### config.mk
export PLATFORM = sky130hd
export DESIGN_NAME = spi_slave_axi_wr_drain
export DESIGN_NICKNAME = d
export VERILOG_FILES = /design/src/rtl/spi_slave_pkg.sv /design/src/rtl/spi_slave_axi_wr_drain.sv
export SDC_FILE = /design/constraint.sdc
export NUM_CORES = 1
export LEC_CHECK = 0
export ABC_AREA = 1
export BUFFER_PORTS_ARGS = -buffer_cell sky130_fd_sc_hd__buf_2
export CORE_ASPECT_RATIO = 0.5
export CORE_UTILIZATION = 35
export CTS_CLUSTER_DIAMETER = 120
export DETAILED_ROUTE_END_ITERATION = 16
export PLACE_DENSITY = 0.53
export SLEW_MARGIN = 20
export SYNTH_ARGS = -nofsm -noshare
export SYNTH_HDL_FRONTEND = slang
export SYNTH_SLANG_ARGS = --single-unit
export TNS_END_PERCENT = 1
### constraint.sdc
create_clock -name clk -period 2.5 [get_ports clk]
set_input_delay 0.25 -clock clk [delete_from_list [all_inputs] [get_ports clk]]
set_output_delay 0.25 -clock clk [all_outputs]
set_load 0.005 [all_outputs]
### src/rtl/spi_slave_pkg.sv
// Shared types and AXI response codes for the SPI->AXI write path.
package spi_slave_pkg;

    typedef enum logic [1:0] {IDLE, FETCH, SEND, RESP} state_e;

    localparam logic [1:0] AXI_RESP_OKAY   = 2'b00;
    localparam logic [1:0] AXI_RESP_SLVERR = 2'b10;

endpackage

### src/rtl/spi_slave_axi_wr_drain.sv
// Drains header+data words from the CDC FIFO and issues one AXI4 single-beat
// write per data word, to consecutive addresses, one transaction at a time.
module spi_slave_axi_wr_drain
    import spi_slave_pkg::*;
#(
    parameter int DATA_WIDTH = 32,
    parameter int ADDR_WIDTH = 32,
    parameter int LEN_WIDTH  = 16
) (
    input  logic                    clk,
    input  logic                    rstn,
    input  logic [DATA_WIDTH-1:0]   fifo_data_i,
    input  logic                    fifo_valid_i,
    output logic                    fifo_ready_o,
    input  logic [LEN_WIDTH-1:0]    cfg_len_i,
    output logic [ADDR_WIDTH-1:0]   aw_addr_o,
    output logic                    aw_valid_o,
    input  logic                    aw_ready_i,
    output logic [DATA_WIDTH-1:0]   w_data_o,
    output logic [DATA_WIDTH/8-1:0] w_strb_o,
    output logic                    w_valid_o,
    input  logic                    w_ready_i,
    input  logic [1:0]              b_resp_i,
    input  logic                    b_valid_i,
    output logic                    b_ready_o,
    output logic                    busy_o,
    output logic                    err_o,
    output logic                    done_o
);

    localparam logic [ADDR_WIDTH-1:0] ADDR_INC = ADDR_WIDTH'(DATA_WIDTH / 8);

    state_e                  state_q, state_d;
    logic [ADDR_WIDTH-1:0]   addr_q, addr_d;
    logic [DATA_WIDTH-1:0]   data_q, data_d;
    logic [LEN_WIDTH-1:0]    cnt_q, cnt_d;
    logic                    aw_valid_q, aw_valid_d;
    logic                    w_valid_q, w_valid_d;
    logic                    aw_done_q, aw_done_d;
    logic                    w_done_q, w_done_d;
    logic                    err_q, err_d;
    logic                    done_q, done_d;
    logic                    fifo_ready_q, fifo_ready_d;
    logic                    b_ready_q, b_ready_d;
    logic                    busy_q, busy_d;

    always_comb begin
        state_d    = state_q;
        addr_d     = addr_q;
        data_d     = data_q;
        cnt_d      = cnt_q;
        aw_valid_d = aw_valid_q;
        w_valid_d  = w_valid_q;
        aw_done_d  = aw_done_q;
        w_done_d   = w_done_q;
        err_d      = err_q;
        done_d     = 1'b0;

        unique case (state_q)
            IDLE: begin
                if (fifo_valid_i && fifo_ready_q) begin
                    addr_d = fifo_data_i[ADDR_WIDTH-1:0];
                    cnt_d  = cfg_len_i;
                    err_d  = 1'b0;
                    if (cfg_len_i == '0) begin
                        done_d = 1'b1;
                    end else begin
                        state_d = FETCH;
                    end
                end
            end
            FETCH: begin
                if (fifo_valid_i && fifo_ready_q) begin
                    data_d     = fifo_data_i;
                    aw_valid_d = 1'b1;
                    w_valid_d  = 1'b1;
                    aw_done_d  = 1'b0;
                    w_done_d   = 1'b0;
                    state_d    = SEND;
                end
            end
            SEND: begin
                // Each channel retires on its own; leave only once both flags are registered.
                if (aw_valid_q && aw_ready_i) begin
                    aw_valid_d = 1'b0;
                    aw_done_d  = 1'b1;
                end
                if (w_valid_q && w_ready_i) begin
                    w_valid_d = 1'b0;
                    w_done_d  = 1'b1;
                end
                if (aw_done_q && w_done_q) begin
                    state_d = RESP;
                end
            end
            RESP: begin
                if (b_valid_i) begin
                    err_d  = err_q | (b_resp_i != AXI_RESP_OKAY);
                    cnt_d  = cnt_q - LEN_WIDTH'(1);
                    addr_d = addr_q + ADDR_INC;
                    if (cnt_q == LEN_WIDTH'(1)) begin
                        state_d = IDLE;
                        done_d  = 1'b1;
                    end else begin
                        state_d = FETCH;
                    end
                end
            end
            default: state_d = IDLE;
        endcase

        // Handshake outputs are registered from the next state so they are all low in reset.
        fifo_ready_d = (state_d == IDLE) || (state_d == FETCH);
        b_ready_d    = (state_d == RESP);
        busy_d       = (state_d != IDLE);
    end

    always_ff @(posedge clk or negedge rstn) begin
        if (!rstn) begin
            state_q      <= IDLE;
            addr_q       <= '0;
            data_q       <= '0;
            cnt_q        <= '0;
            aw_valid_q   <= 1'b0;
            w_valid_q    <= 1'b0;
            aw_done_q    <= 1'b0;
            w_done_q     <= 1'b0;
            err_q        <= 1'b0;
            done_q       <= 1'b0;
            fifo_ready_q <= 1'b0;
            b_ready_q    <= 1'b0;
            busy_q       <= 1'b0;
        end else begin
            state_q      <= state_d;
            addr_q       <= addr_d;
            data_q       <= data_d;
            cnt_q        <= cnt_d;
            aw_valid_q   <= aw_valid_d;
            w_valid_q    <= w_valid_d;
            aw_done_q    <= aw_done_d;
            w_done_q     <= w_done_d;
            err_q        <= err_d;
            done_q       <= done_d;
            fifo_ready_q <= fifo_ready_d;
            b_ready_q    <= b_ready_d;
            busy_q       <= busy_d;
        end
    end

    assign fifo_ready_o = fifo_ready_q;
    assign aw_addr_o    = addr_q;
    assign aw_valid_o   = aw_valid_q;
    assign w_data_o     = data_q;
    assign w_strb_o     = '1;
    assign w_valid_o    = w_valid_q;
    assign b_ready_o    = b_ready_q;
    assign busy_o       = busy_q;
    assign err_o        = err_q;
    assign done_o       = done_q;

endmodule

After elaboration in Yosys (flattened, before gate mapping)
Cells that the tools add are included.
Operators by class
  add/subtract/negate cells: 2
  equal/unequal tests: 11
  mux-type cells: 30
  bitwise gates (word level): 1
  reduce and logical (&&, ||, !) cells: 16
Operators by type and width (count)
  2-to-1 mux 32 bit: 2
  one-hot mux 32 bit (2 select lines): 1
  adder 32 x 3 -> 32 bit (second input constant): 1
  2-to-1 mux 16 bit: 2
  one-hot mux 16 bit (2 select lines): 1
  == test 16 x 1 -> 1 bit (second input constant): 1
  zero test 16 bit: 1
  subtractor 16 x 1 -> 16 bit (second input constant): 1
  2-to-1 mux 1 bit: 12
  one-hot mux 1 bit (2 select lines): 6
  2-to-1 mux 2 bit: 5
  inequality test 2 bit (second input constant): 5
  AND reduction 3 bit: 3
  one-hot mux 2 bit (4 select lines): 1
  nonzero test 2 bit: 4
  == test 2 bit (second input constant): 3
  == test 2 x 1 -> 1 bit (second input constant): 2
  logical AND 1 bit: 4
  zero test 2 bit: 2
  AND reduction 2 bit: 1
  logical OR 1 bit: 1
  OR 1 bit: 1
Word-level totals
  register bits: 91
  bits of input ports: 56
  output and inout port bits: 75
  word-level logic and storage cells: 73

Logic depth before layout (Yosys ltp)
Gate-level depths: netlist (run 1).
  depth after elaboration: 6
  gate-level depth with buffers: 9
  depth with buffers taken out: 9

Worst setup path after synthesis (run 1)
No wires, ideal clock.
  path kind: register to register
  from: reg state_q[0]
  to: reg cnt_q[8]
  library setup time: 0.120 ns
  data arrival time: 1.409 ns
  setup slack: 0.971 ns
  stages on the path, launching flop included: 9
  buffers on the path: 1
  path through: dfrtp_1 inv_1 ha_1 nand3b_4 inv_4 buf_6 nand2_1 o21ai_0 inv_1
On the way
  cells in the longest elaborated chain, start to end: 3
  elaborated cells on any way between the ends: 7
  classes of those cells: 3 x eq/ne; 1 x mux; 3 x reduce/logical
Ends and longest elaborated chain
  start, declared: line spi_slave_axi_wr_drain.sv:33  | state_e state_q, state_d;
  start signal, assigned: line spi_slave_axi_wr_drain.sv:134  | state_q <= state_d;
  == test 2 bit / zero test 2 bit (equally long branches): line spi_slave_axi_wr_drain.sv:59  | unique case (state_q)
  inequality test 2 bit (no source line) / nonzero test 2 bit (equally long branches)
  AND reduction 3 bit (no source line)
  end signal, assigned: line spi_slave_axi_wr_drain.sv:137  | cnt_q <= cnt_d;
  end, declared: line spi_slave_axi_wr_drain.sv:36  | logic [LEN_WIDTH-1:0] cnt_q, cnt_d;
Parallel ways exist; a longest one is shown, timed or not.
A chain may end at the register's enable or synchronous reset.

Worst setup path after layout (run 1)
Ends and elaborated chain as after synthesis.

==> results of run 1 <==
state kept, by name, indices dropped and copies added, names as in the netlist:
register,count
b_ready_o,1
busy_o,1
cnt_q,16
w_done_q,1
aw_valid_o,1
w_data_o,32
done_o,1
w_valid_o,1
aw_done_q,1
err_o,1
state_q,2
fifo_ready_o,1
aw_addr_o,32
metrics by stage:
stage	setup slack (ns)	total power, mW	cell area [sq um]	cells	hold WS, ns
after floorplan	0.9714	5.399	5374	760	-0.04559
after global placement	0.5492	6.749	6201	1067	0.2798
after detailed placement	0.4709	6.838	6201	1067	0.2824
after CTS	0.4521	8.174	6491	1084	0.1563
after global routing	0.2272	8.881	6491	1084	0.1561
final	0.4450	8.094	6491	1084	0.1617
cells in the mapped netlist (all sizes together):
master and count:
conb 1, o22ai 8, nor3 4, xor2 4, mux2 8, nand2 220
clkbuf 6, o21ai 73, o21a 3, buf 21, a31oi 1, dfrtp 91
o221ai 1, xnor2 1, a21oi 43, nand3 59, nand4 5, nand3b 2
inv 105, a2bb2oi 1, ha 7, o211ai 4, a22oi 2, nor2 87
layer usage:
metal / track usage [%] / vias to the layer above
met3: 3.486 / 18
li1: - / 2653
met1: 27.60 / 2490
met2: 33.06 / 117
met4: 5.486 / 0
met5: 0 / -
power by group:
group	switching (mW)	internal [mW]
clock network	0.593	0.706
logic	2.40	1.50
registers	0.693	2.20
worst max-delay path, cell delays in order (launching register included):
cell and delay (ns):
dfrtp_1 0.43, inv_1 0.11, ha_1 0.34, nand3b_4 0.28, inv_4 0.24, buf_4 0.27
nand2_1 0.06, o21ai_0 0.14, inv_1 0.06
final cells by class:
type                    count  area share, %
inverters                 105          6.110
well taps                 198          3.817
flip-flops and latches     91          35.08
clock inverters             5         0.5783
repair buffers            137          11.26
clock buffers              11          3.739
multi-input cells         537          39.42
timing repair:
item,CTS,global route
hold endpoints to repair,37,0
hold buffers,1,0
endpoints found under the setup margin,0,0
worst paths after layout:
| kind | startpoint | endpoint | cells after the start |
|---|---|---|---|
| hold / removal | fifo_data_i[18] | aw_addr_o[18]$_DFFE_PN0P_ | 3 |
| max in group asynchronous | rstn | aw_addr_o[28]$_DFFE_PN0P_ | 3 |
| setup reg to reg | state_q[0]$_DFF_PN0_ | cnt_q[8]$_DFFE_PN0P_ | 8 |
| min in group asynchronous | rstn | cnt_q[0]$_DFFE_PN0P_ | 2 |
| hold reg to reg | w_data_o[23]$_DFFE_PN0P_ | w_data_o[23]$_DFFE_PN0P_ | 2 |
| setup / recovery | state_q[0]$_DFF_PN0_ | cnt_q[8]$_DFFE_PN0P_ | 8 |
logic make-up (layout without fill, tap and decap cells):
family,after synthesis,in the layout
xor+xnor,5,5
mux,8,8
buf+inv,132,258
other cells,1,4
fa+ha+maj,7,7
compound gates,136,136
simple gates,377,377
flops,91,91
==> impl_metrics.env, run 1 <==
export IMPL_design_die_area_sq_um=15850
export IMPL_drc=0
export IMPL_synth_area_mux_share_pct=1.680
export IMPL_yosysSeqAreaShare_pct=42.46
export IMPL_grt_max_degree=40
export IMPL_ys_warn_count=0
export IMPL_gr_total_overflow=0
export IMPL_ys_seq_elements=91
export IMPL_netlist_area_sq_um=5363
export IMPL_clockBufferDepth=2
export IMPL_synth_area_leaders="dfrtp_1, nand2_1, inv_1"
export IMPL_synth_simple_area_share_pct=29.79
export IMPL_synth_compound_area_share_pct=13.46
export IMPL_netlist_instances=757
export IMPL_fillers=1557
export IMPL_synthToLayoutAreaGrowth_pct=21.05
export IMPL_diodes=0
export IMPL_status="finished, final reports clean"
export IMPL_synth_top_area_share_pct=42.46
export IMPL_fin_crit_ns=2.055
export IMPL_grt_first_pass_wirelength_mm=24.66
export IMPL_clkSlewWorstSetupHoldPaths_ns=0.07
export IMPL_cts_setup_buffers=0
export IMPL_die_x_um=177.1
export IMPL_fin_skew_ns=0.009648
export IMPL_finalSetupViolations=0
export IMPL_final_common_cell="nand2_1"
export IMPL_totalWireLength_mm=15.66
export IMPL_clk_latency_ns=0.34
export IMPL_slew_headroom_pct=56.43
export IMPL_syn_area_per_cell_sq_um=7.084
export IMPL_path_class="reg -> reg"
export IMPL_yosys_area_top_type="dfrtp_1"
export IMPL_vdd_drop_max_mv=0.3896
export IMPL_numCtsBuffers=9
export IMPL_drv_slew=0
export IMPL_crit_fanout=19
export IMPL_timing_fmax_mhz=486.6
export IMPL_initial_utilization_pct=36.48
export IMPL_drt_pass1_iter_count=5
export IMPL_required_ns=2.73
export IMPL_wl_met2_mm=7.009
export IMPL_final_cell_mix="nand2_1, buf_2, inv_1"
export IMPL_cp_start_kind="flip-flop"
export IMPL_dr_total_vias=5278
export IMPL_ys_types=35
export IMPL_clock_sinks=91
export IMPL_post_route_util_pct=44.16
export IMPL_ios=131
export IMPL_core_area_sq_um=14700
export IMPL_nets=944
export IMPL_grt_use_total_pct=20.15
export IMPL_timing_final_crit_share_pct=82.20
export IMPL_route_met3_wl_um=645
export IMPL_rows=31
export IMPL_antenna_left=0
export IMPL_drt_iter0_drc=333
export IMPL_worst_setup_path_end_kind="flip-flop"
export IMPL_hold_violations=0
export IMPL_cts_tree="done"
export IMPL_numPortBuffers=126
export IMPL_r2r_slack_ns=0.45
export IMPL_yosys_area_share_adder_pct=1.633
export IMPL_cap_violations=0
export IMPL_yosys_area_share_xor_xnor_pct=0.8166
export IMPL_grt_setup_unrepaired="no"
export IMPL_wl_met1_mm=7.760
export IMPL_h_tree_depth=3
export IMPL_root_buffer="clkbuf_16"
export IMPL_worstPathArrival_ns=2.29
export IMPL_gp_congestion=0.9412
export IMPL_grt_pass1_vias=4796
export IMPL_regArea_sq_um=2277
export IMPL_drive_gt1_share_pct=20.32
export IMPL_leakage_nw=3.269
export IMPL_cts_resized_gates=0
export IMPL_top_layer="met4"
export IMPL_hold_path_class="in -> reg"
export IMPL_antenna_found_initial=0
export IMPL_multi_input_area_sq_um=2559
export IMPL_tns_ns=0
export IMPL_synth_top_family_by_area="simple AND/OR/NAND/NOR gates"
export IMPL_wl_per_cell_um=14.45
export IMPL_power_density_nw_per_um2=1247
export IMPL_via_per_inst=4.869
export IMPL_die_y_um=89.53
export IMPL_worst_slew_pin_slew_ns=0.6512
export IMPL_dp_hpwl_mm=11.88
No activity file was read; power rests on OpenSTA's default activity.
==> inputs of run 2 (changes only) <==
==> constraint.sdc (replaced) <==
create_clock -name clk -period 1.9 [get_ports clk]
set_input_delay 0.19 -clock clk [delete_from_list [all_inputs] [get_ports clk]]
set_output_delay 0.19 -clock clk [all_outputs]
set_load 0.005 [all_outputs]
==> impl_metrics.env, run 2 (same netlist as run 1, synthesis figures left out) <==
export IMPL_status="finished, final reports clean"
export IMPL_critPathMaxStageDelay_ns=0.42
export IMPL_drt_pass1_iter_count=5
export IMPL_busiest_layer="met2"
export IMPL_cts_setup_buffers=0
export IMPL_worstPathArrival_ns=2.04
export IMPL_grt_setup_unrepaired="no"
export IMPL_grtUsageMet1_pct=27.36
export IMPL_rr_worst_depth=8
export IMPL_power_density_nw_per_um2=1676
export IMPL_r2r_slack_ns=0.14
export IMPL_root_buffer="clkbuf_16"
export IMPL_cts_tree="done"
export IMPL_timing_final_crit_share_pct=92.88
export IMPL_drv_slew=0
export IMPL_fin_skew_ns=0.007192
export IMPL_drt_iter0_drc=266
export IMPL_drc=0
export IMPL_grt_pass1_vias=4884
export IMPL_antenna_left=0
export IMPL_met2_usage_pct=33.66
export IMPL_timing_fmax_mhz=566.6
export IMPL_slowest_stage="dfrtp_1"
export IMPL_synthToLayoutAreaGrowth_pct=23.36
export IMPL_vdd_drop_max_mv=0.6400
export IMPL_clockBufferDepth=2
export IMPL_crit_chain="inv_1 -> ha_1 -> nand3b_4 -> buf_12 -> nor2_4 -> buf_4 -> nand3_1 -> nand2_1"
export IMPL_worst_setup_path_end_kind="flip-flop"
export IMPL_crit_fanout=37
export IMPL_wl_per_cell_um=14.19
export IMPL_grt_use_total_pct=20.06
export IMPL_reg2reg_to="aw_addr_o[24]$_DFFE_PN0P_"
export IMPL_worstReg2RegStart="state_q[1]$_DFF_PN0_"
export IMPL_die_x_um=177.1
export IMPL_drive_gt1_share_pct=20.92
export IMPL_diodes=0
export IMPL_grt_max_degree=38
export IMPL_fin_area_sq_um=6615
export IMPL_fin_crit_ns=1.765
export IMPL_via_per_inst=4.795
export IMPL_rows=31
export IMPL_clkSlewWorstSetupHoldPaths_ns=0.06
export IMPL_gp_congestion=0.8668
export IMPL_initial_utilization_pct=36.48
export IMPL_hold_path_class="in -> reg"
export IMPL_leakage_nw=3.337
export IMPL_hold_slack_ns=0.1050
export IMPL_numCtsBuffers=9
export IMPL_dr_total_vias=5236
export IMPL_numPortBuffers=126
export IMPL_whs_path_depth=3
export IMPL_grt_first_pass_wirelength_mm=24.59
export IMPL_gr_total_overflow=0
export IMPL_ios=131
export IMPL_core_area_sq_um=14700
export IMPL_tns_ns=0
export IMPL_dp_hpwl_mm=12.01
export IMPL_finalSetupViolations=0
export IMPL_place_area_sq_um=6294
export IMPL_final_cell_mix="nand2_1, buf_2, inv_1"
export IMPL_clk_latency_ns=0.34
export IMPL_final_common_cell="nand2_1"
export IMPL_cp_start_kind="flip-flop"
export IMPL_totalWireLength_mm=15.50
export IMPL_design_die_area_sq_um=15850
export IMPL_holdPathEnd="cnt_q[5]$_DFFE_PN0P_"
export IMPL_cap_violations=0
export IMPL_clock_sinks=91
export IMPL_antenna_found_initial=0
export IMPL_required_ns=2.18
export IMPL_met3_usage_pct=3.401
export IMPL_die_y_um=89.53
export IMPL_h_tree_depth=3
export IMPL_hold_violations=0
export IMPL_nets=953
export IMPL_path_class="reg -> reg"
export IMPL_hold_start="cfg_len_i[5]"
## run 2: final cells by class
class	instances	area [sq um]
clock inverter	2	60.06
sequential	91	2278
inverter	105	396.6
multi-input combinational	537	2559
clock buffer	13	250.2
fill	1567	8085
timing repair buffer	146	823.3
tap	198	247.7
## run 2: per-layer routing
layer / routed length, um / vias up / share of wire [%]
met2: 7024 / 116 / 45
met4: 130 / 0 / 0.84
met1: 7617 / 2438 / 49
met5: 0 / - / 0
li1: - / 2670 / -
met3: 722 / 12 / 4.7
## run 2: power by group
group / total, mW / switching, mW / internal (mW) / leakage [nW]
clock network: 1.91 / 0.730 / 1.18 / 0.150
logic: 5.36 / 3.20 / 2.16 / 2.08
registers: 3.81 / 0.907 / 2.90 / 1.11
total: 11.1 / 4.84 / 6.25 / 3.34
## run 2: how the worst max path moves through the flow
stage,endpoint,start,depth (start not counted),slack (ns)
after floorplan,cnt_q[8]$_DFFE_PN0P_,state_q[0]$_DFF_PN0_,8,0.37
after global placement,aw_addr_o[24]$_DFFE_PN0P_,state_q[0]$_DFF_PN0_,8,0.19
after detailed placement,aw_addr_o[24]$_DFFE_PN0P_,state_q[0]$_DFF_PN0_,8,0.12
after global routing,aw_addr_o[8]$_DFFE_PN0P_,state_q[1]$_DFF_PN0_,8,0.008
after CTS,aw_addr_o[24]$_DFFE_PN0P_,state_q[0]$_DFF_PN0_,8,0.10
final,aw_addr_o[24]$_DFFE_PN0P_,state_q[1]$_DFF_PN0_,8,0.14
## run 2: per-stage QoR
stage	utilization (%)	setup WS, ns	power, mW	std cells
finish	45.00	0.1352	11.08	1092
global route	45.00	0.008291	12.12	1092
CTS	44.99	0.1034	11.19	1092
detailed placement	42.81	0.1198	9.230	1076
global placement	42.81	0.1911	9.118	1076
floorplan	-	0.3714	7.104	760
## run 2: worst max-delay path: cells and delay by family, from the launching register on
kind / cells / cell delay [ns]
buffers and inverters: 3 / 0.43
adder cells (fa/ha/maj): 1 / 0.33
flip-flops: 1 / 0.42
AND/OR/NAND/NOR: 4 / 0.51
## run 2: repair_timing
| item | in CTS | in global routing |
|---|---|---|
| endpoints found under the setup margin | 0 | 7 |
| gates resized for setup | 0 | 1 |
| endpoints found under the hold margin | 22 | 0 |
| hold buffers | 1 | 0 |
==> inputs of run 3 (changes only) <==
--- a/config.mk
+++ b/config.mk
@@ -5,13 +5,13 @@
 export SDC_FILE = /design/constraint.sdc
 export NUM_CORES = 1
 export LEC_CHECK = 0
-export ABC_AREA = 1
 export BUFFER_PORTS_ARGS = -buffer_cell sky130_fd_sc_hd__buf_2
 export CORE_ASPECT_RATIO = 0.5
 export CORE_UTILIZATION = 35
 export CTS_CLUSTER_DIAMETER = 120
+export CTS_CLUSTER_SIZE = 8
 export DETAILED_ROUTE_END_ITERATION = 16
-export PLACE_DENSITY = 0.53
+export PLACE_DENSITY = 0.54
 export SLEW_MARGIN = 20
 export SYNTH_ARGS = -nofsm -noshare
 export SYNTH_HDL_FRONTEND = slang
==> impl_metrics.env, run 3 <==
export IMPL_ys_warn_count=0
export IMPL_core_area_sq_um=13060
export IMPL_place_area_sq_um=6111
export IMPL_grt_max_degree=35
export IMPL_totalWireLength_mm=14.24
export IMPL_leakage_nw=3.003
export IMPL_cts_tree="done"
export IMPL_antenna_found_initial=0
export IMPL_grt_first_pass_wirelength_mm=23.00
export IMPL_async_reset_ff_share_pct=100.0
export IMPL_required_ns=2.11
export IMPL_rr_worst_depth=5
export IMPL_wl_per_cell_um=16.91
export IMPL_post_route_util_pct=49.90
export IMPL_initial_utilization_pct=37.06
export IMPL_rows=29
export IMPL_synth_area_leaders="dfrtp_1, mux2_2, a21oi_1"
export IMPL_synthToLayoutAreaGrowth_pct=34.66
export IMPL_r2r_slack_ns=0.03
export IMPL_timing_final_crit_share_pct=98.16
export IMPL_fin_skew_ns=0.01061
export IMPL_drive_gt1_share_pct=39.88
export IMPL_gr_total_overflow=0
export IMPL_tns_ns=0
export IMPL_fin_area_sq_um=6519
export IMPL_holdPathEnd="aw_addr_o[1]$_DFFE_PN0P_"
export IMPL_hold_path_class="in -> reg"
export IMPL_diodes=0
export IMPL_h_tree_depth=3
export IMPL_clockBufferDepth=2
export IMPL_slowest_stage="or4_4"
export IMPL_power_density_nw_per_um2=1835
export IMPL_ys_types=56
export IMPL_clk_latency_ns=0.35
export IMPL_worst_setup_path_end_kind="flip-flop"
export IMPL_worst_slew_pin_slew_ns=0.5057
export IMPL_fin_ws_ns=0.03495
export IMPL_nets=730
export IMPL_timing_fmax_mhz=536.2
export IMPL_synth_top_area_share_pct=47.04
export IMPL_finalSetupViolations=0
export IMPL_grt_pass1_vias=4277
export IMPL_hold_start="fifo_data_i[1]"
export IMPL_syn_area_per_cell_sq_um=9.900
export IMPL_path_buf_inv=0
export IMPL_drt_pass1_iter_count=4
export IMPL_ys_seq_elements=91
export IMPL_drt_iter0_drc=241
export IMPL_netlist_instances=489
export IMPL_whs_path_depth=2
export IMPL_numPortBuffers=126
export IMPL_final_cell_mix="buf_2, dfrtp_1, buf_4"
export IMPL_die_x_um=168.3
export IMPL_hold_violations=0
export IMPL_die_y_um=85.16
export IMPL_drc=0
export IMPL_antenna_left=0
export IMPL_hold_slack_ns=0.08767
export IMPL_grt_setup_unrepaired="yes"
export IMPL_post_place_ws_ns=-0.04218
export IMPL_via_per_inst=5.455
export IMPL_numCtsBuffers=9
export IMPL_worstReg2RegStart="cnt_q[8]$_DFFE_PN0P_"
export IMPL_final_common_cell="buf_2"
export IMPL_cap_violations=0
export IMPL_dpl_cell_count=820
export IMPL_total_power_mw=11.96
export IMPL_root_buffer="clkbuf_16"
export IMPL_vdd_drop_max_mv=0.6836
export IMPL_fillers=1242
export IMPL_yosysSeqAreaShare_pct=47.04
export IMPL_ios=131
export IMPL_critPathMaxStageDelay_ns=0.56
export IMPL_yosysMostFrequentCell="dfrtp_1"
export IMPL_crit_fanout=3
export IMPL_clkSlewWorstSetupHoldPaths_ns=0.07
export IMPL_cp_start_kind="flip-flop"
export IMPL_synth_edff_count=0
export IMPL_worstPathArrival_ns=2.07
export IMPL_status="finished, final reports clean"
export IMPL_drv_slew=0
export IMPL_crit_chain="or4_4 -> nor3_4 -> a41oi_2 -> o41ai_2 -> o221ai_1"
export IMPL_path_class="reg -> reg"
export IMPL_yosys_area_top_type="dfrtp_1"
export IMPL_synthFlopType="dfrtp_1"
export IMPL_grt_use_total_pct=20.62
export IMPL_cp_top_family="simple AND/OR/NAND/NOR gates"
export IMPL_netlist_area_sq_um=4841
export IMPL_design_die_area_sq_um=14330
export IMPL_dr_total_vias=4593
export IMPL_synth_commonest_cells="dfrtp_1, a21oi_1, mux2_2"
export IMPL_gp_congestion=0.8412
export IMPL_final_cells=842
export IMPL_reg2reg_to="busy_o$_DFF_PN0_"
export IMPL_slew_headroom_pct=65.97
export IMPL_dp_hpwl_mm=10.35
export IMPL_fin_crit_ns=1.865
export IMPL_clock_sinks=91
-- run 3: changes by cell type after synthesis, moves of 11 or more --
cell,delta
mux2i_1,+14
o22ai_1,+15
nand2_1,-184
nor2_1,-48
a31oi_1,+12
mux2_2,+25
and3_1,+11
nand3_1,-39
o21ai_0,-54
inv_1,-90
-- run 3: layout make-up --
cell class,count,area (sq um),area share [%]
Tap cell,170,212.7,3.263
Sequential cell,91,2277,34.93
Timing Repair Buffer,196,1224,18.77
Clock buffer,11,232.7,3.570
Multi-Input combinational cell,355,2457,37.70
Inverter,14,52.55,0.8061
Clock inverter,5,62.56,0.9597
-- run 3: cells by family (layout without fill, tap and decap cells) --
family	count (synthesis)	count (layout)	share of synthesized area, %
other	1	4	0.07747
adders and majority gates	7	7	1.809
buffers and inverters	46	226	4.084
muxes	47	47	10.57
DFF	91	91	47.04
AOI/OAI and AO/OA	147	147	19.64
and+or+nand+nor	150	150	16.77
-- run 3: power by group --
group          switching [mW]  internal (mW)  total, mW
combinational            3.28           3.19       6.47
sequential              0.739           2.93       3.67
clock                   0.796           1.03       1.83
total                    4.81           7.15       12.0
-- run 3: how the worst max path moves through the flow --
stage / from / end / slack [ns] / depth (start not counted)
6_report: cnt_q[8]$_DFFE_PN0P_ / busy_o$_DFF_PN0_ / 0.03 / 5
5_1_grt: cnt_q[8]$_DFFE_PN0P_ / busy_o$_DFF_PN0_ / -0.07 / 5
4_1_cts: cnt_q[2]$_DFFE_PN0P_ / busy_o$_DFF_PN0_ / -0.01 / 5
3_5_place_dp: cnt_q[2]$_DFFE_PN0P_ / busy_o$_DFF_PN0_ / -0.04 / 5
3_3_place_gp: cnt_q[2]$_DFFE_PN0P_ / busy_o$_DFF_PN0_ / -0.01 / 5
2_1_floorplan: state_q[0]$_DFF_PN0_ / cnt_q[7]$_DFFE_PN0P_ / -0.04 / 9
-- run 3: per-layer routing --
layer / vias to the layer above / track usage [%] / routed length, um
met3: 15 / 4.524 / 758
met2: 124 / 32.03 / 6443
met4: 0 / 4.793 / 118
met5: - / 0 / 0
met1: 2261 / 29.38 / 6917
li1: 2193 / - / -
-- run 3: what timing repair did --
action	in CTS	in global routing
hold endpoints to repair	31	0
gates resized for setup	3	9
buffers inserted	0	5
pin swaps	0	5
setup endpoints to repair	9	31
hold buffers	1	0
